**src/rtl/supermic_pkg.sv**
```systemverilog
// Shared constants and types for the beamformer back end.
package supermic_pkg;
  localparam int BEAM_W        = 22;
  localparam int ENERGY_W      = 2 * BEAM_W - 1;
  localparam int BEAM_ENERGY_W = 32;

  typedef logic [BEAM_ENERGY_W-1:0] beam_energy_t;
endpackage

```
**src/rtl/beam_square.sv**
```systemverilog
// One-register signed squarer with a valid passthrough and a synchronous flush.
module beam_square
  import supermic_pkg::*;
#(
  parameter int IN_W = BEAM_W
) (
  input  logic                   clk,
  input  logic                   rst_n,
  input  logic                   clear,
  input  logic                   in_valid,
  input  logic signed [IN_W-1:0] in_sum,
  output logic                   out_valid,
  output logic [2*IN_W-2:0]      out_sq
);
  localparam int SQ_W = 2 * IN_W - 1;

  // The largest square, (-2^(IN_W-1))^2, fits in SQ_W bits, so squaring
  // modulo 2^SQ_W yields the exact unsigned result.
  logic signed [SQ_W-1:0] ext;
  logic        [SQ_W-1:0] sq_next;

  assign ext     = {{(IN_W-1){in_sum[IN_W-1]}}, in_sum};
  assign sq_next = ext * ext;

  // NOTE: sequential state uses non-blocking assignments so every flop samples
  // pre-edge values regardless of block ordering.
  always_ff @(posedge clk or negedge rst_n) begin
    if (!rst_n) begin
      out_valid <= 1'b0;
      out_sq    <= '0;
    end else begin
      out_valid <= in_valid && !clear;
      out_sq    <= sq_next;
    end
  end
endmodule

```
**src/rtl/beam_energy_accum.sv**
```systemverilog
// Windowed beam energy: square each sample, sum over 2^WIN_LOG2 samples,
// scale and saturate, then hold the result on a valid/ready output.
module beam_energy_accum
  import supermic_pkg::*;
#(
  parameter int IN_W     = BEAM_W,
  parameter int WIN_LOG2 = 10,
  parameter int SHIFT    = 21,
  parameter int OUT_W    = BEAM_ENERGY_W
) (
  input  logic                   clk,
  input  logic                   rst_n,
  input  logic                   in_valid,
  input  logic signed [IN_W-1:0] in_sum,
  input  logic                   clear,
  output logic                   out_valid,
  input  logic                   out_ready,
  output logic [OUT_W-1:0]       out_energy,
  output logic                   out_sat,
  output logic                   overrun
);
  localparam int SQ_W  = 2 * IN_W - 1;
  localparam int ACC_W = SQ_W + WIN_LOG2;

  // S1: input register
  logic                   s1_valid;
  logic signed [IN_W-1:0] s1_sum;

  always_ff @(posedge clk or negedge rst_n) begin
    if (!rst_n) begin
      s1_valid <= 1'b0;
      s1_sum   <= '0;
    end else begin
      s1_valid <= in_valid && !clear;
      s1_sum   <= in_sum;
    end
  end

  // S2: square
  logic            s2_valid;
  logic [SQ_W-1:0] s2_sq;

  beam_square #(.IN_W(IN_W)) u_square (
    .clk       (clk),
    .rst_n     (rst_n),
    .clear     (clear),
    .in_valid  (s1_valid),
    .in_sum    (s1_sum),
    .out_valid (s2_valid),
    .out_sq    (s2_sq)
  );

  // S3: accumulator, sample counter and scaled/saturated window result
  logic [ACC_W-1:0]    acc;
  logic [WIN_LOG2-1:0] cnt;
  logic [ACC_W-1:0]    acc_sum;
  logic [ACC_W-1:0]    shifted;
  logic                last;
  logic                sat_next;
  logic [OUT_W-1:0]    energy_next;

  // NOTE: every always_comb output gets a default first so no path can infer a latch.
  always_comb begin
    acc_sum  = acc + ACC_W'(s2_sq);
    last     = (cnt == '1);
    shifted  = acc_sum >> SHIFT;
    sat_next = 1'b0;
    for (int i = OUT_W; i < ACC_W; i++) begin
      if (shifted[i]) sat_next = 1'b1;
    end
    energy_next = sat_next ? '1 : OUT_W'(shifted);
  end

  logic             fin_valid;
  logic [OUT_W-1:0] fin_energy;
  logic             fin_sat;

  always_ff @(posedge clk or negedge rst_n) begin
    if (!rst_n) begin
      acc        <= '0;
      cnt        <= '0;
      fin_valid  <= 1'b0;
      fin_energy <= '0;
      fin_sat    <= 1'b0;
    end else if (clear) begin
      acc       <= '0;
      cnt       <= '0;
      fin_valid <= 1'b0;
    end else begin
      fin_valid <= s2_valid && last;
      if (s2_valid) begin
        if (last) begin
          // The next window starts fresh with the next valid sample.
          acc        <= '0;
          cnt        <= '0;
          fin_energy <= energy_next;
          fin_sat    <= sat_next;
        end else begin
          acc <= acc_sum;
          cnt <= cnt + 1'b1;
        end
      end
    end
  end

  // Output holding register
  always_ff @(posedge clk or negedge rst_n) begin
    if (!rst_n) begin
      out_valid  <= 1'b0;
      out_energy <= '0;
      out_sat    <= 1'b0;
      overrun    <= 1'b0;
    end else if (clear) begin
      out_valid <= 1'b0;
      out_sat   <= 1'b0;
      overrun   <= 1'b0;
    end else if (fin_valid) begin
      if (!out_valid || out_ready) begin
        out_valid  <= 1'b1;
        out_energy <= fin_energy;
        out_sat    <= fin_sat;
      end else begin
        // Consumer still holds the previous result: keep it, drop the new one.
        overrun <= 1'b1;
      end
    end else if (out_valid && out_ready) begin
      out_valid <= 1'b0;
    end
  end
endmodule

```
**config.mk**
```make
export PLATFORM = sky130hd
export DESIGN_NAME = beam_energy_accum
export DESIGN_NICKNAME = d
export VERILOG_FILES = /design/src/rtl/supermic_pkg.sv /design/src/rtl/beam_square.sv /design/src/rtl/beam_energy_accum.sv
export SDC_FILE = /design/constraint.sdc
export NUM_CORES = 1
export LEC_CHECK = 0
export ABC_AREA = 1
export CAP_MARGIN = 20
export CORE_UTILIZATION = 50
export DETAILED_ROUTE_END_ITERATION = 8
export PLACE_DENSITY_LB_ADDON = 0.1
export REMOVE_ABC_BUFFERS = 1
export SLEW_MARGIN = 25
export SYNTH_ARGS = -nofsm -noshare
export SYNTH_HDL_FRONTEND = slang
export SYNTH_HIERARCHICAL = 1
export SYNTH_SLANG_ARGS = --single-unit
```
**constraint.sdc**
```tcl
create_clock -name clk -period 13.43 [get_ports clk]
set_clock_uncertainty 0.1 [all_clocks]
set_input_delay 1.343 -clock clk [delete_from_list [all_inputs] [get_ports clk]]
set_output_delay 1.343 -clock clk [all_outputs]
set_load 0.02 [all_outputs]
```
==> flow_summary_export.csv <==
group,metric,value,unit
synthesis,synth_seq_cells,196,
clock_tree,cts_hold_buffers,0,
worst_hold_path,timing.hold.worst_path_depth,2,
cells_and_area,layoutNonFillerInstCount,4461,
critical_path,cp-end-kind,"flip-flop",
routing,wl,70300,µm
worst_hold_path,hold_path_startpoint,"s1_valid$_DFF_PN0_",
synthesis,synth_edf_count,0,
place,routabilityCongestion,0.949,
sta,slew_headroom,31.7,%
synthesis,synth_top_cell_by_area,"fa_1",
sta,hold_violations,0,
critical_path,start_kind,"flip-flop",
sta,fin_crit,7.08,ns
critical_path,path_buf_inv,5,
synthesis,yosysTopAreaCellShare,31.8,%
floorplanning,rows,86,
clock_tree,cts-root-buf,"clkbuf_16",
routing,route.vias.total,21564,
synthesis,synth_cell_types,51,
critical_path,crit_chain,"buf_4 -> nand2_1 -> fa_1 -> inv_1 -> fa_1 -> fa_1 -> inv_1 -> fa_1 -> fa_1 -> fa_1 -> fa_1 -> inv_1 -> ha_1 -> nand2_1 -> nor2_1 -> nand2_1 -> nor2_1 -> nand3_1 -> nand3_1 -> inv_1 -> nand2_1 -> nand2_1",
clock_tree,clockBufferDepth,2,
synthesis,yosysSeqAreaShare,17.4,%
critical_path,max_stage_delay,0.95,ns
critical_path,arrival,7.36,ns
place,dp.cells,4429,
synthesis,syn_area_per_cell,7.71,µm²
global_routing,grt_pass1_wl,116000,µm
sta,drv_slew,0,
global_routing,grt_overflow_total,0,
worst_hold_path,hold_class,"reg -> reg",
flow_run,cap_violations,0,
sta,fmax,141,MHz
place,dp_hpwl,59000,µm
floorplanning,die_h,240,µm
clock_tree,clkSinkCount,196,
routing,vias_per_cell,4.83,
floorplanning,die_area,0.0574,mm²
critical_path,critical_path_class,"reg -> reg",
sta,worst_pin_slew,1.02,ns
clock_tree,cts_max_level,4,
routing,drtAntennaViolNets,0,
sta,finalSetupTns,0,ns
clock_tree,post-cts-setup-buffer-count,0,
run_status,outcome,"finished clean",
critical_path,rrSetupSlack,6.35,ns
clock_tree,insertion_delay,0.50,ns
cells_and_area,layout-drive-gt1-share,4.04,%
sta,rsz0062_at_grt,"no",
routing,drc,0,
global_routing,grt_use_total,26.2,%
routing,wl_per_cell,15.8,µm
critical_path,cpLargestDelayFamily,"adder cells",
sta,setup_viol,0,
floorplanning,io_pins,62,
clock_tree,cts-resized-gates,0,
sta,timing.final.crit_share,52.7,%
critical_path,crit_slowest_cell,"fa_1",
place,port_buffers,60,
clock_tree,clkTransAtPathRegs,0.09,ns
floorplanning,fp.dieW,240,µm
synthesis,syn-cell-area,0.0282,mm²
floorplanning,core,0.0554,mm²
synthesis,async_flop_share,100,%
clock_tree,cts-buffers-inserted,17,
cells_and_area,diodes,0,
routing,drt_iter0_markers,1255,
global_routing,grt_antenna_before_repair,0,
floorplanning,initial_utilization,51.0,%
synthesis,synthFlopType,"dfrtp_1",
critical_path,r2r_end,"u_square/out_sq[42]$_DFF_PN0_",
global_routing,grt_pass1_vias,22241,
critical_path,timing.rr.start,"s1_sum[21]$_DFF_PN0_",
synthesis,ys_warn_count,6,
routing,dr.pass1.iters,7,
critical_path,cp_max_fo,31,
clock_tree,cts_tree,"built",
global_routing,grt_max_degree,70,
synthesis,synth_area_leaders,"fa_1 32%, dfrtp_1 17%, nand2_1 14%",
worst_hold_path,min_to,"u_square/out_valid$_DFF_PN0_",
cells_and_area,nNetsFinal,4365,
critical_path,worstRegToRegCells,22,
synthesis,synth_cells,3663,
cells_and_area,nFillCells,5476,
cells_and_area,synthToLayoutAreaGrowth,7.30,%
critical_path,required,13.71,ns
critical_path,cp_common_cell,"fa_1",
-- cells in the mapped netlist (3+ instances only) --
cell / count
nor2_2: 17
ha_1: 190
a21o_1: 5
buf_1: 3
inv_2: 16
or2_2: 5
nand3_2: 6
o21ai_0: 42
nand3b_1: 7
nor2_1: 169
buf_4: 4
xor2_1: 33
or2_1: 5
nor3_2: 6
dfrtp_1: 196
xnor2_1: 30
o22ai_1: 8
nand4_1: 22
mux2_2: 20
nor3_1: 13
nand3_1: 143
nand2_1: 1061
inv_1: 1000
o21bai_1: 19
fa_1: 448
nand2_2: 6
clkinv_1: 4
buf_2: 7
o21ai_1: 24
a21oi_1: 74
clkbuf_1: 52
-- through the flow --
step / cell area, µm² / util (%) / hold WS [ns] / setup slack (ns)
after global routing: 30300 / 54.7 / 0.402 / 5.95
final: 30300 / 54.7 / 0.372 / 6.35
after detailed placement: 29700 / 53.6 / 0.366 / 6.37
after CTS: 30300 / 54.7 / 0.377 / 6.34
after floorplan: 27900 / - / 0.334 / 6.82
after global placement: 29700 / 53.6 / 0.355 / 6.43
-- state kept, by name, summed over array words and instances (netlist names), 10 cells and up --
name / count
acc: 53
cnt: 10
fin_energy: 32
out_energy: 32
s1_sum: 22
u_square/out_sq: 42
-- how the worst max path moves through the flow --
stage	startpoint	to	slack, ns	cells past startpoint
final	s1_sum[21]$_DFF_PN0_	u_square/out_sq[42]$_DFF_PN0_	6.35	22
after CTS	s1_sum[21]$_DFF_PN0_	u_square/out_sq[42]$_DFF_PN0_	6.34	22
after global placement	s1_sum[21]$_DFF_PN0_	u_square/out_sq[35]$_DFF_PN0_	6.43	22
after global routing	s1_sum[21]$_DFF_PN0_	u_square/out_sq[42]$_DFF_PN0_	5.95	24
after floorplan	s1_sum[21]$_DFF_PN0_	u_square/out_sq[40]$_DFF_PN0_	6.82	21
after detailed placement	s1_sum[21]$_DFF_PN0_	u_square/out_sq[42]$_DFF_PN0_	6.37	24
-- layout by cell type (no fill, tap or decap), types with 3 or more instances in the layout --
cell type and instances:
nand3_2 6, xnor2_1 30, nand3b_1 7, xor2_1 33, nor3_2 6, nor2_1 168, clkinv_1 4, or2_2 5
inv_6 3, mux2_2 20, fa_1 448, o21ai_0 42, inv_8 5, a21o_1 5, buf_4 26, nand3_1 143
nand2_2 6, o21ai_1 24, clkdlybuf4s50_1 59, or2_1 5, nand4_1 22, nand2_1 1061, clkbuf_16 17, a21oi_1 74
clkinv_8 4, dfrtp_1 196, o21bai_1 19, ha_1 190, inv_1 1000, o22ai_1 8, inv_2 16, nor3_1 13
nor2_2 17
-- cells by family after synthesis --
kind of cell | count (synthesis) | share of synthesized area [%]
AO/OA/AOI/OAI | 187 | 3.81
multiplexers | 20 | 0.798
XOR/XNOR | 63 | 1.95
other | 2 | 0.0266
flip-flops | 196 | 17.4
adder cells (fa/ha/maj) | 638 | 40.2
AND/OR/NAND/NOR | 1468 | 21.2
buffers and inverters | 1089 | 14.6
-- final cells by class --
cell class / count / area, µm² / share of cell area, %
Clock buffer: 18 / 429 / 1.42
Tap cell: 748 / 936 / 3.09
Clock inverter: 14 / 183 / 0.603
Multi-Input combinational cell: 2378 / 19200 / 63.4
Timing Repair Buffer: 86 / 801 / 2.64
Sequential cell: 196 / 4900 / 16.2
Inverter: 1021 / 3830 / 12.7
-- routing by layer --
metal  up-vias  track usage [%]  part of all wire, %
li1      10719                -                    -
met4         0             7.25                  2.2
met1     10389             36.6                   47
met3        75             2.95                  3.7
met5         -                0                    0
met2       381             43.2                   47
-- worst reg2reg max path: cells and delay by family (launching register included) --
| family | cells | cell delay [ns] |
|---|---|---|
| fa+ha+maj | 8 | 4.67 |
| buf+inv | 5 | 0.73 |
| flops | 1 | 0.33 |
| simple gates | 9 | 1.15 |
Power is left out: the tool's default activity adds up to more than one toggle a clock period on the data nets, which glitch-free logic cannot reach.
